===== config.mk =====
export PLATFORM = sky130hd
export DESIGN_NAME = elevator_scan_ctrl
export DESIGN_NICKNAME = d
export VERILOG_FILES = /design/src/rtl/elevator_pkg.sv /design/src/rtl/door_timer.sv /design/src/rtl/elevator_scan_ctrl.sv
export SDC_FILE = /design/constraint.sdc
export NUM_CORES = 1
export LEC_CHECK = 0
export BUFFER_PORTS_ARGS = -buffer_cell sky130_fd_sc_hd__buf_2
export CELL_PAD_IN_SITES_DETAIL_PLACEMENT = 1
export CELL_PAD_IN_SITES_GLOBAL_PLACEMENT = 2
export CORE_ASPECT_RATIO = 0.5
export CORE_MARGIN = 5
export CORE_UTILIZATION = 27
export DETAILED_ROUTE_END_ITERATION = 6
export PLACE_DENSITY_LB_ADDON = 0.1
export SLEW_MARGIN = 20
export SYNTH_ARGS = -nofsm -noshare
export SYNTH_HDL_FRONTEND = slang
export SYNTH_SLANG_ARGS = --single-unit

===== constraint.sdc =====
create_clock -name clk -period 2.1 [get_ports clk]
set_clock_uncertainty 0.2 [all_clocks]
set_input_delay 0.42 -clock clk [delete_from_list [all_inputs] [get_ports clk]]
set_output_delay 0.42 -clock clk [all_outputs]
set_load 0.01 [all_outputs]

===== src/rtl/elevator_pkg.sv =====
// Shared definitions for the elevator SCAN controller.
// Holds the FSM state type and its fixed encodings so the controller, debug
// tooling and benches all agree on the values exposed on the state port.
package elevator_pkg;

    typedef logic [2:0] state_t;

    localparam state_t ST_IDLE      = 3'd0;
    localparam state_t ST_MOVE_UP   = 3'd1;
    localparam state_t ST_MOVE_DOWN = 3'd2;
    localparam state_t ST_DOOR_OPEN = 3'd3;
    localparam state_t ST_EMERGENCY = 3'd4;

endpackage


===== src/rtl/door_timer.sv =====
// Door dwell timer.
// Counts down the cycles the door stays open at a stop.
//   clk     : system clock, rising edge
//   reset   : asynchronous active-low reset, clears the count
//   load    : reload the count to CYCLES (new stop or repeat call)
//   enable  : door is open, timer is running
//   hold    : obstruction, count is held at CYCLES while high
//   expired : last open cycle, door may close at the next edge
module door_timer #(
    parameter int unsigned CYCLES = 4
) (
    input  logic clk,
    input  logic reset,
    input  logic load,
    input  logic enable,
    input  logic hold,
    output logic expired
);

    localparam int unsigned TW = $clog2(CYCLES + 1);

    logic [TW-1:0] count_q;

    always_ff @(posedge clk or negedge reset) begin
        if (!reset) begin
            count_q <= '0;
        end else if (load || (enable && hold)) begin
            count_q <= TW'(CYCLES);
        end else if (enable && (count_q != '0)) begin
            count_q <= count_q - 1'b1;
        end
    end

    // The count sits at CYCLES on the first open cycle, so reaching 1 unobstructed
    // means exactly CYCLES cycles have elapsed.
    assign expired = enable && !hold && (count_q == TW'(1));

endmodule


===== src/rtl/elevator_scan_ctrl.sv =====
// SCAN (elevator algorithm) controller for a single car.
// Registers floor calls into a pending bitmap, keeps travelling in the current
// direction while calls remain ahead, reverses otherwise, stops at called floors
// and holds the door open for DOOR_CYCLES cycles (longer while obstructed).
//   clk, reset         : clock and asynchronous active-low reset
//   call_valid/floor   : one-cycle call request for a floor
//   current_floor      : floor sensor, floor_valid = car is level there
//   emergency_stop     : level, parks the car in EMERGENCY while high
//   door_hold          : level, obstruction keeps the door open
//   move_up/move_down  : motor commands
//   door_open, stopped : door command, car-not-moving indication
//   direction          : travel preference, 1 = up
//   pending, state     : outstanding call bitmap, FSM state for debug
module elevator_scan_ctrl
    import elevator_pkg::*;
#(
    parameter int unsigned N_FLOORS    = 8,
    parameter int unsigned DOOR_CYCLES = 4,
    localparam int unsigned FW         = $clog2(N_FLOORS)
) (
    input  logic                clk,
    input  logic                reset,
    input  logic                call_valid,
    input  logic [FW-1:0]       call_floor,
    input  logic [FW-1:0]       current_floor,
    input  logic                floor_valid,
    input  logic                emergency_stop,
    input  logic                door_hold,
    output logic                move_up,
    output logic                move_down,
    output logic                door_open,
    output logic                stopped,
    output logic                direction,
    output logic [N_FLOORS-1:0] pending,
    output logic [2:0]          state
);

    localparam logic [FW-1:0] TOP_FLOOR = FW'(N_FLOORS - 1);

    state_t              state_q, state_d;
    logic [N_FLOORS-1:0] pending_q, pending_d;
    logic                dir_q, dir_d;
    logic [N_FLOORS-1:0] above, below, call_bit, clear_bit, here_mask;
    logic                call_ok, call_here, here_pending;
    logic                timer_load, timer_expired;

    // Calls beyond the served range are dropped outright.
    assign call_ok      = call_valid && (32'(call_floor) < N_FLOORS);
    assign call_here    = call_ok && (call_floor == current_floor);
    assign here_mask    = N_FLOORS'(1) << current_floor;
    assign here_pending = |(pending_q & here_mask);

    // SCAN masks: outstanding calls strictly above / below the car.
    always_comb begin
        above = '0;
        below = '0;
        for (int i = 0; i < int'(N_FLOORS); i++) begin
            above[i] = pending_q[i] && (i > int'(current_floor));
            below[i] = pending_q[i] && (i < int'(current_floor));
        end
    end

    always_comb begin
        state_d    = state_q;
        dir_d      = dir_q;
        timer_load = 1'b0;
        call_bit   = call_ok ? (N_FLOORS'(1) << call_floor) : '0;
        clear_bit  = '0;

        if (emergency_stop) begin
            state_d = ST_EMERGENCY;
        end else begin
            case (state_q)
                ST_IDLE: begin
                    if (call_here && floor_valid) begin
                        // Already at the called floor: just open, nothing to remember.
                        call_bit   = '0;
                        state_d    = ST_DOOR_OPEN;
                        timer_load = 1'b1;
                    end else if (floor_valid && here_pending) begin
                        // Call left behind at this floor (e.g. logged during an emergency).
                        clear_bit  = here_mask;
                        state_d    = ST_DOOR_OPEN;
                        timer_load = 1'b1;
                    end else if (|above && (dir_q || ~|below)) begin
                        state_d = ST_MOVE_UP;
                        dir_d   = 1'b1;
                    end else if (|below) begin
                        state_d = ST_MOVE_DOWN;
                        dir_d   = 1'b0;
                    end
                end
                ST_MOVE_UP, ST_MOVE_DOWN: begin
                    if (floor_valid && here_pending) begin
                        // Clearing after the OR lets the stop win over a same-cycle call.
                        clear_bit  = here_mask;
                        state_d    = ST_DOOR_OPEN;
                        timer_load = 1'b1;
                    end else if (floor_valid && (state_q == ST_MOVE_UP)
                                 && (current_floor == TOP_FLOOR)) begin
                        state_d = ST_IDLE;
                    end else if (floor_valid && (state_q == ST_MOVE_DOWN)
                                 && (current_floor == '0)) begin
                        state_d = ST_IDLE;
                    end
                end
                ST_DOOR_OPEN: begin
                    if (call_here) begin
                        call_bit   = '0;
                        timer_load = 1'b1;
                    end else if (timer_expired) begin
                        state_d = ST_IDLE;
                    end
                end
                ST_EMERGENCY: state_d = ST_IDLE;
                default:      state_d = ST_IDLE;
            endcase
        end

        pending_d = (pending_q | call_bit) & ~clear_bit;
    end

    always_ff @(posedge clk or negedge reset) begin
        if (!reset) begin
            state_q   <= ST_IDLE;
            pending_q <= '0;
            dir_q     <= 1'b1;
        end else begin
            state_q   <= state_d;
            pending_q <= pending_d;
            dir_q     <= dir_d;
        end
    end

    door_timer #(
        .CYCLES (DOOR_CYCLES)
    ) u_door_timer (
        .clk     (clk),
        .reset   (reset),
        .load    (timer_load),
        .enable  (state_q == ST_DOOR_OPEN),
        .hold    (door_hold),
        .expired (timer_expired)
    );

    // Unused encodings fall into the "stopped" group, matching their IDLE decode.
    assign move_up   = (state_q == ST_MOVE_UP);
    assign move_down = (state_q == ST_MOVE_DOWN);
    assign door_open = (state_q == ST_DOOR_OPEN);
    assign stopped   = !(move_up || move_down);
    assign direction = dir_q;
    assign pending   = pending_q;
    assign state     = state_q;

endmodule


Word level (Yosys, flattened, before mapping)
Index checks and enable logic that the tools add are counted. Widths: inputs -> output; s select.

Input port bits: 12. Word-level logic and storage cells: 110. Output and inout port bits: 16. Register bits after elaboration: 15.

Reduce and logical (&&, ||, !) cells: 43. Bitwise gates (word level): 7. Shift-type cells: 2. Multiplexer cells: 29. Magnitude comparators: 14. Eq/ne operators: 10. Add/sub/neg operators: 1.

Operators by type and width (number): $mux 8 (7); $mux 3 (12); $pmux 8 s2 (2); $logic_and 1x1->1 (26); $and 8x8->8 (2); $shl 1x3->8 const A (2); $reduce_or 7->1 (2); $gt 3x3->1 const A (4); $lt 3x3->1 const A (3); $pmux 3 s3 (1); $not 8->8 (1); $or 8x8->8 (1); $reduce_or 8->1 (1); $eq 3x1->1 const B (2); $eq 3x2->1 const B (2); $gt 2x3->1 const A (2); $logic_not 3->1 (2); $lt 1x3->1 const A (2); $lt 2x3->1 const A (2); $mux 1 (6); $ne 3x3->1 const B (2); $ne 6x6->1 const B (1); $ne 5x5->1 const B (1); $reduce_and 5->1 (1); other kinds (12) (19).

Longest topological paths before layout
Gate-level depths: netlist of the first run.

Depth in word-level cells: 11. Gate-level depth with buffers: 8. Mapped depth without buffers: 7.

Modules after synthesis
A second synthesis of the first run with hierarchy kept.

Cell total of the unflattened synthesis: 139. Area total of the unflattened synthesis: 1255.0 um^2.

By module, submodules not included: elevator_scan_ctrl (area an instance 1036.0 um^2, cells an instance 115, seq. area each 301.5 um^2, times used 1); door_timer (area an instance 219.0 um^2, cells an instance 24, seq. area each 75.1 um^2, times used 1).

Least setup slack after synthesis of the first run
OpenSTA, ideal clock, no wires.

Path type: reg-to-reg. From: register state_q[2], in the netlist state[2]. To: register state_q[0], in the netlist state[0]. Data arrival time: 1979 ps. Clock period less this slack: 2300 ps. Cell stages (with the launch flop): 8. Required time: 1779 ps. Path slack: -200 ps. Setup time: 121 ps. Path buffers: 1. Cell sequence: dfrtp_1 > buf_2 > nor3b_1 > a32o_1 > a21oi_1 > a31o_1 > a22o_1 > a22o_1.

Elaborated cells between the ends (all ways): 20. Those cells by class: eq/ne: 7; mux: 4; reduce/logical: 9.

RTL lines: start: declaration (line elevator_scan_ctrl.sv:40) `state_t state_q, state_d;`; start signal: assignment (line elevator_scan_ctrl.sv:129) `state_q <= state_d;`; $eq 3x2->1 (*); via move_down (line elevator_scan_ctrl.sv:30) `output logic move_down,`; $logic_and 1x1->1 (line elevator_scan_ctrl.sv:102) `end else if (floor_valid && (state_q == ST_MOVE_DOWN)`; $logic_and 1x1->1 (line elevator_scan_ctrl.sv:103) `&& (current_floor == '0)) begin`; $ne 5x5->1 (no line); $reduce_and 4->1 (no line).

The timed path passes the listed nets; every way through them passes the cells marked *. A chain may end at the register's enable or synchronous reset.

Worst setup path in the final report of the first run
From: register pending_q[4], in the netlist pending[4]. To: register dir_q, in the netlist direction.

Word-level cells in the longest chain between the ends: 7. Elaborated cells between the ends (all ways): 14. Those cells by class: mux: 1; bitwise: 2; reduce/logical: 11.

RTL lines: start: declaration (line elevator_scan_ctrl.sv:41) `logic [N_FLOORS-1:0] pending_q, pending_d;`; start signal: assignment (line elevator_scan_ctrl.sv:130) `pending_q <= pending_d;`; $logic_and 1x1->1 (line elevator_scan_ctrl.sv:59) `below[i] = pending_q[i] && (i < int'(current_floor));`; $reduce_or 7->1 (line elevator_scan_ctrl.sv:85, elevator_scan_ctrl.sv:88); $logic_not 1->1 (line elevator_scan_ctrl.sv:85) `end else if (|above && (dir_q || ~|below)) begin`; $logic_or 1x1->1 (line elevator_scan_ctrl.sv:85); $logic_and 1x1->1 (line elevator_scan_ctrl.sv:85); $reduce_bool 2->1 (no line); $reduce_and 5->1 (no line); end signal: assignment (line elevator_scan_ctrl.sv:131) `dir_q <= dir_d;`; end: declaration (line elevator_scan_ctrl.sv:42) `logic dir_q, dir_d;`.

Several ways; a longest one is shown, not always the timed one.

==> results_dict.tcl, run 1 <==
set metrics [dict create \
    final_cells 258 \
    area_growth_pct 57.9 \
    ant_nets 0 \
    yosysWarnings 0 \
    slew_viol_final 0 \
    path_class "reg -> reg" \
    status "finished, violations left" \
    violations "negative setup slack" \
    fin_nets 217 \
    avgRoutedWirePerCell_um 17.7 \
    top_layer "met4" \
    ys.flop_type "dfrtp_1" \
    cts_buffer_depth 2 \
    n_fill_cell 523 \
    die-height_um 57.7 \
    overflow 0 \
    final_hold_viol_count 0 \
    finalCritPeriodShare_pct 102 \
    crit_path_max_fanout 4 \
    die_w_um 105 \
    final_cell_mix "buf_4, buf_2, dfrtp_1" \
    hp-class "in -> reg" \
    p_per_area_nw_per_um2 636 \
    clk_latency_ns 0.26 \
    final_common_cell "buf_4" \
    rsz0062_at_grt "yes" \
    wl_met2_um 2040 \
    dp_cells 250 \
    htreeDepth 1 \
    dr.pass1.iters 4 \
    io_buffers 27 \
    start_util_pct 27.9 \
    ys_seq_area_share_pct 30.7 \
    path_cells "mux2_4, a221o_1, a22oi_4, or4b_4, nand2_2, o21ai_2" \
    startpoint_type "flop" \
    cp.arrival_ns 2.14 \
    timing.final.crit_period_ns 2.14 \
    required_ns 2.09 \
    synth_fp_nets 157 \
    cts_root_buffer "clkbuf_8" \
    numCtsBuffers 3 \
    grt_max_degree 16 \
    diodes 0 \
    multi_input_area_sq_um 968 \
    dr_wl_met3_um 141 \
    regArea_sq_um 379 \
    syn_area_sq_um 1230 \
    grt_pass1_wl_um 7390 \
    worst_pin_slew_ns 0.507 \
    drt-met1-wl_um 2360 \
    via_count 1350 \
    drv_cap 0 \
    clock_sinks 15 \
    ys_ff_latch 15 \
    cpMaxStageDelayCell "or4b_4" \
    grt_pass1_vias 1438 \
    synth_edf_count 0 \
    fin_ws_ns -0.0448 \
    place.gp.congestion 0.764 \
    pre_cts_slack_ns -0.327 \
    fmax_mhz 466 \
    wirelength_um 4560 \
    drc 0 \
    num_rows 17 \
    async_reset_ff_share_pct 100 \
    tritoncts "built" \
    viasPerCell 5.23 \
    antenna_found_initial 0 \
    critical_path.max_stage_delay_ns 0.49 \
    cp-end-kind "flop" \
    grt_usage_pct 15.2 \
    synth.distinct_cells 47 \
    pin_count 28 \
    peakVddDrop_v 0.000262 \
    hpwl_um 3530 \
    core_sq_um 4400 \
    clkTransAtPathRegs_ns 0.07 \
    fin_util_pct 44.1 \
    drt_iter0_markers 29 \
    synth_area_per_cell_sq_um 8.65 \
    relSlewSlack_pct 66.1 \
    setup_viol 1 \
    die_area_sq_um 6080 \
    syn_inst 142 \
    final_layout_size_suffix_gt1_share_pct 52.7 \
    p_leak_uw 0.000830 \
]
[per-stage QoR]
stage | setup TNS, ns | hold slack [ns] | area, sq um | power (uW)
detailed placement | -3.09 | 0.173 | 1710 | 916
global placement | -2.98 | 0.169 | 1710 | 905
global route | -0.639 | 0.176 | 1940 | 1320
finish | -0.0448 | 0.180 | 1940 | 1230
CTS | -0.0291 | 0.172 | 1810 | 1190
floorplan | -0.247 | -0.0756 | 1280 | 680
[power breakdown]
part / leakage (uW) / switching, uW / internal, uW / total, uW
sequential: 0.000163 / 63.6 / 347 / 411
clock: 0.0000228 / 117 / 135 / 252
combinational: 0.000644 / 290 / 282 / 572
total: 0.000830 / 470 / 764 / 1230
[Yosys cell counts, drive strengths merged (2+ instances only)]
| library cell | number | area [sq um] |
|---|---|---|
| nor2 | 13 | 48.8 |
| a21oi | 15 | 75.1 |
| or3 | 2 | 12.5 |
| buf | 7 | 41.3 |
| a211o | 2 | 17.5 |
| nor3 | 2 | 10.0 |
| mux2 | 2 | 26.3 |
| a31oi | 8 | 50.1 |
| xor2 | 3 | 26.3 |
| a221oi | 2 | 17.5 |
| nor2b | 3 | 18.8 |
| nand3b | 4 | 30.0 |
| o21bai | 3 | 22.5 |
| nor3b | 2 | 15.0 |
| ha | 3 | 37.5 |
| inv | 8 | 30.0 |
| and2 | 3 | 18.8 |
| dfrtp | 14 | 350 |
| or4b | 3 | 33.8 |
| o21ai | 5 | 25.0 |
| nand2 | 7 | 26.3 |
| nand2b | 2 | 12.5 |
| a22o | 5 | 43.8 |
| a211oi | 6 | 55.1 |
[worst max-delay path, delay by kind of cell (launching register included)]
kind	cells	cell delay (ns)
and+or+nand+nor	2	0.56
DFF	1	0.39
muxes	1	0.27
AOI/OAI and AO/OA	3	0.64
[metal layers]
metal	up-vias	track usage (%)
li1	658	-
met1	670	21.1
met2	18	24.7
met3	4	4.00
met4	0	1.68
met5	-	0
[state kept, by name, indices dropped and copies added (netlist names)]
name and flops:
direction 1, pending 8, state 3, u_door_timer.count_q 3
[cell type report]
| cell class | instances | area share, % |
|---|---|---|
| Sequential cell | 15 | 19.5 |
| Tap cell | 57 | 3.68 |
| Clock buffer | 4 | 2.32 |
| Inverter | 8 | 1.55 |
| Timing Repair Buffer | 63 | 23.0 |
| Multi-Input combinational cell | 111 | 49.9 |
[cells by family after synthesis]
kind of cell	share of synthesized area, %
adders and majority gates	3.06
DFF	30.7
muxes	2.14
buffers and inverters	6.11
AOI/OAI and AO/OA	33.8
and+or+nand+nor	21.4
xor gates and xnor gates	2.85
[final timing paths]
kind / start / to / slack [ns] / cells after the start
max: pending[4] / direction / -0.04 / 6
min: emergency_stop / state[2] / 0.18 / 1
max reg2reg: pending[4] / direction / -0.04 / 6
min reg2reg: direction / direction / 0.30 / 2
max in group asynchronous: reset / direction / 0.97 / 2
min in group asynchronous: reset / u_door_timer.count_q[2] / 0.42 / 2
[repair_timing]
| action | in CTS | in global routing |
|---|---|---|
| hold buffers | 1 | 0 |
| pin swaps | 7 | 11 |
| gates resized for setup | 4 | 27 |
| endpoints found under the setup margin | 10 | 15 |
| setup buffers | 3 | 0 |
| endpoints found under the hold margin | 14 | 0 |
(Power assumes the default switching activity.)
==> run 2: changes to the inputs <==
==> constraint.sdc (replaced) <==
create_clock -name clk -period 2.1 [get_ports clk]
set_clock_uncertainty 0.2 [all_clocks]
set_input_delay 0.105 -clock clk [delete_from_list [all_inputs] [get_ports clk]]
set_output_delay 0.105 -clock clk [all_outputs]
set_load 0.01 [all_outputs]
==> results_dict.tcl, run 2 (same netlist as run 1, synthesis figures left out) <==
set metrics [dict create \
    via_count 1364 \
    clk_latency_ns 0.25 \
    path_class "reg -> reg" \
    p_per_area_nw_per_um2 647 \
    final_common_cell "buf_4" \
    grt_pass1_vias 1407 \
    status "finished, violations left" \
    startpoint_type "flop" \
    cp-end-kind "flop" \
    clkTransAtPathRegs_ns 0.07 \
    io_buffers 27 \
    grt_usage_pct 14.8 \
    drc 0 \
    ant_nets 0 \
    largest_reg_flops 8 \
    violations "negative setup slack" \
    timing.final.crit_period_ns 2.13 \
    core_sq_um 4400 \
    finalCritPeriodShare_pct 102 \
    relSlewSlack_pct 74.1 \
    final_cell_mix "buf_4, buf_2, nor2_1" \
    final_layout_size_suffix_gt1_share_pct 47.4 \
    num_rows 17 \
    rsz0062_at_grt "yes" \
    drv_cap 0 \
    avgRoutedWirePerCell_um 16.7 \
    worst_pin_slew_ns 0.388 \
    slew_viol_final 0 \
    fin_tns_setup_ns -0.0542 \
    area_growth_pct 55.2 \
    htreeDepth 1 \
    setup_viol 4 \
    fin_area_sq_um 1910 \
    pin_count 28 \
    dp_cells 259 \
    cp.arrival_ns 2.07 \
    numCtsBuffers 3 \
    die_w_um 105 \
    start_util_pct 27.9 \
    dr.pass1.iters 4 \
    cts_buffer_depth 2 \
    crit_path_max_fanout 4 \
    fin_ws_ns -0.0321 \
    clock_sinks 15 \
    final_cells 268 \
    grt_max_degree 16 \
    fin_util_pct 43.3 \
    wirelength_um 4480 \
    viasPerCell 5.09 \
    diodes 0 \
    die-height_um 57.7 \
    tritoncts "built" \
    drt_iter0_markers 19 \
    final_hold_viol_count 0 \
    required_ns 2.04 \
    die_area_sq_um 6080 \
    antenna_found_initial 0 \
    placed_area_sq_um 1730 \
    fin_nets 227 \
    p_leak_uw 0.000846 \
    overflow 0 \
    peakVddDrop_v 0.000266 \
    hpwl_um 3570 \
    cts_root_buffer "clkbuf_8" \
    place.gp.congestion 0.753 \
    fmax_mhz 469 \
    hp-class "in -> reg" \
    power_uw 1230 \
    grt_pass1_wl_um 7190 \
]
[run 2: metal layers]
metal | GRT usage (%) | share of wire, %
met2 | 25.2 | 48
met1 | 20.0 | 49
met4 | 1.12 | 0.22
met3 | 3.56 | 2.7
met5 | 0 | 0
[run 2: layout make-up]
class / instances / area (sq um)
tap: 57 / 71.3
fill: 528 / 2500
multi-input combinational: 111 / 880
sequential: 15 / 379
clock buffer: 4 / 45.0
inverter: 8 / 30.0
timing repair buffer: 73 / 502
[run 2: timing repair]
| item | in CTS | in global routing |
|---|---|---|
| cloned | 0 | 0 |
| hold endpoints to repair | 16 | 0 |
| hold buffers | 2 | 0 |
| setup endpoints to repair | 6 | 14 |
| buffers inserted | 1 | 2 |
| resized for setup | 4 | 15 |
| pin swaps | 3 | 11 |
[run 2: path summary, 6_finish.rpt]
path | from | end | slack [ns] | cells past startpoint
max in group asynchronous | reset | direction | 1.28 | 2
setup reg to reg | pending[0] | state[1] | -0.03 | 7
hold / removal | door_hold | u_door_timer.count_q[1] | 0.02 | 3
setup / recovery | pending[0] | state[1] | -0.03 | 7
hold reg to reg | direction | direction | 0.29 | 2
min in group asynchronous | reset | pending[6] | 0.10 | 2
[run 2: where the power goes]
part / internal [uW] / leakage [uW] / switching [uW]
registers: 347 / 0.000163 / 60.2
logic: 294 / 0.000660 / 279
clock network: 135 / 0.0000228 / 118
total: 776 / 0.000846 / 457
[run 2: metrics by stage]
stage | hold slack [ns] | setup slack [ns]
2_1_floorplan | -0.391 | 0.00159
3_3_place_gp | -0.144 | -0.140
3_5_place_dp | -0.146 | -0.108
4_1_cts | 0.0178 | -0.0215
5_1_grt | 0.0292 | -0.105
6_report | 0.0162 | -0.0321
[run 2: worst max-delay path, cell delays in order (launching register included)]
cell	delay, ns
dfrtp_1	0.42
buf_4	0.16
a211o_1	0.28
a221oi_2	0.29
buf_4	0.18
o21bai_1	0.10
o2bb2ai_1	0.14
a22o_1	0.25
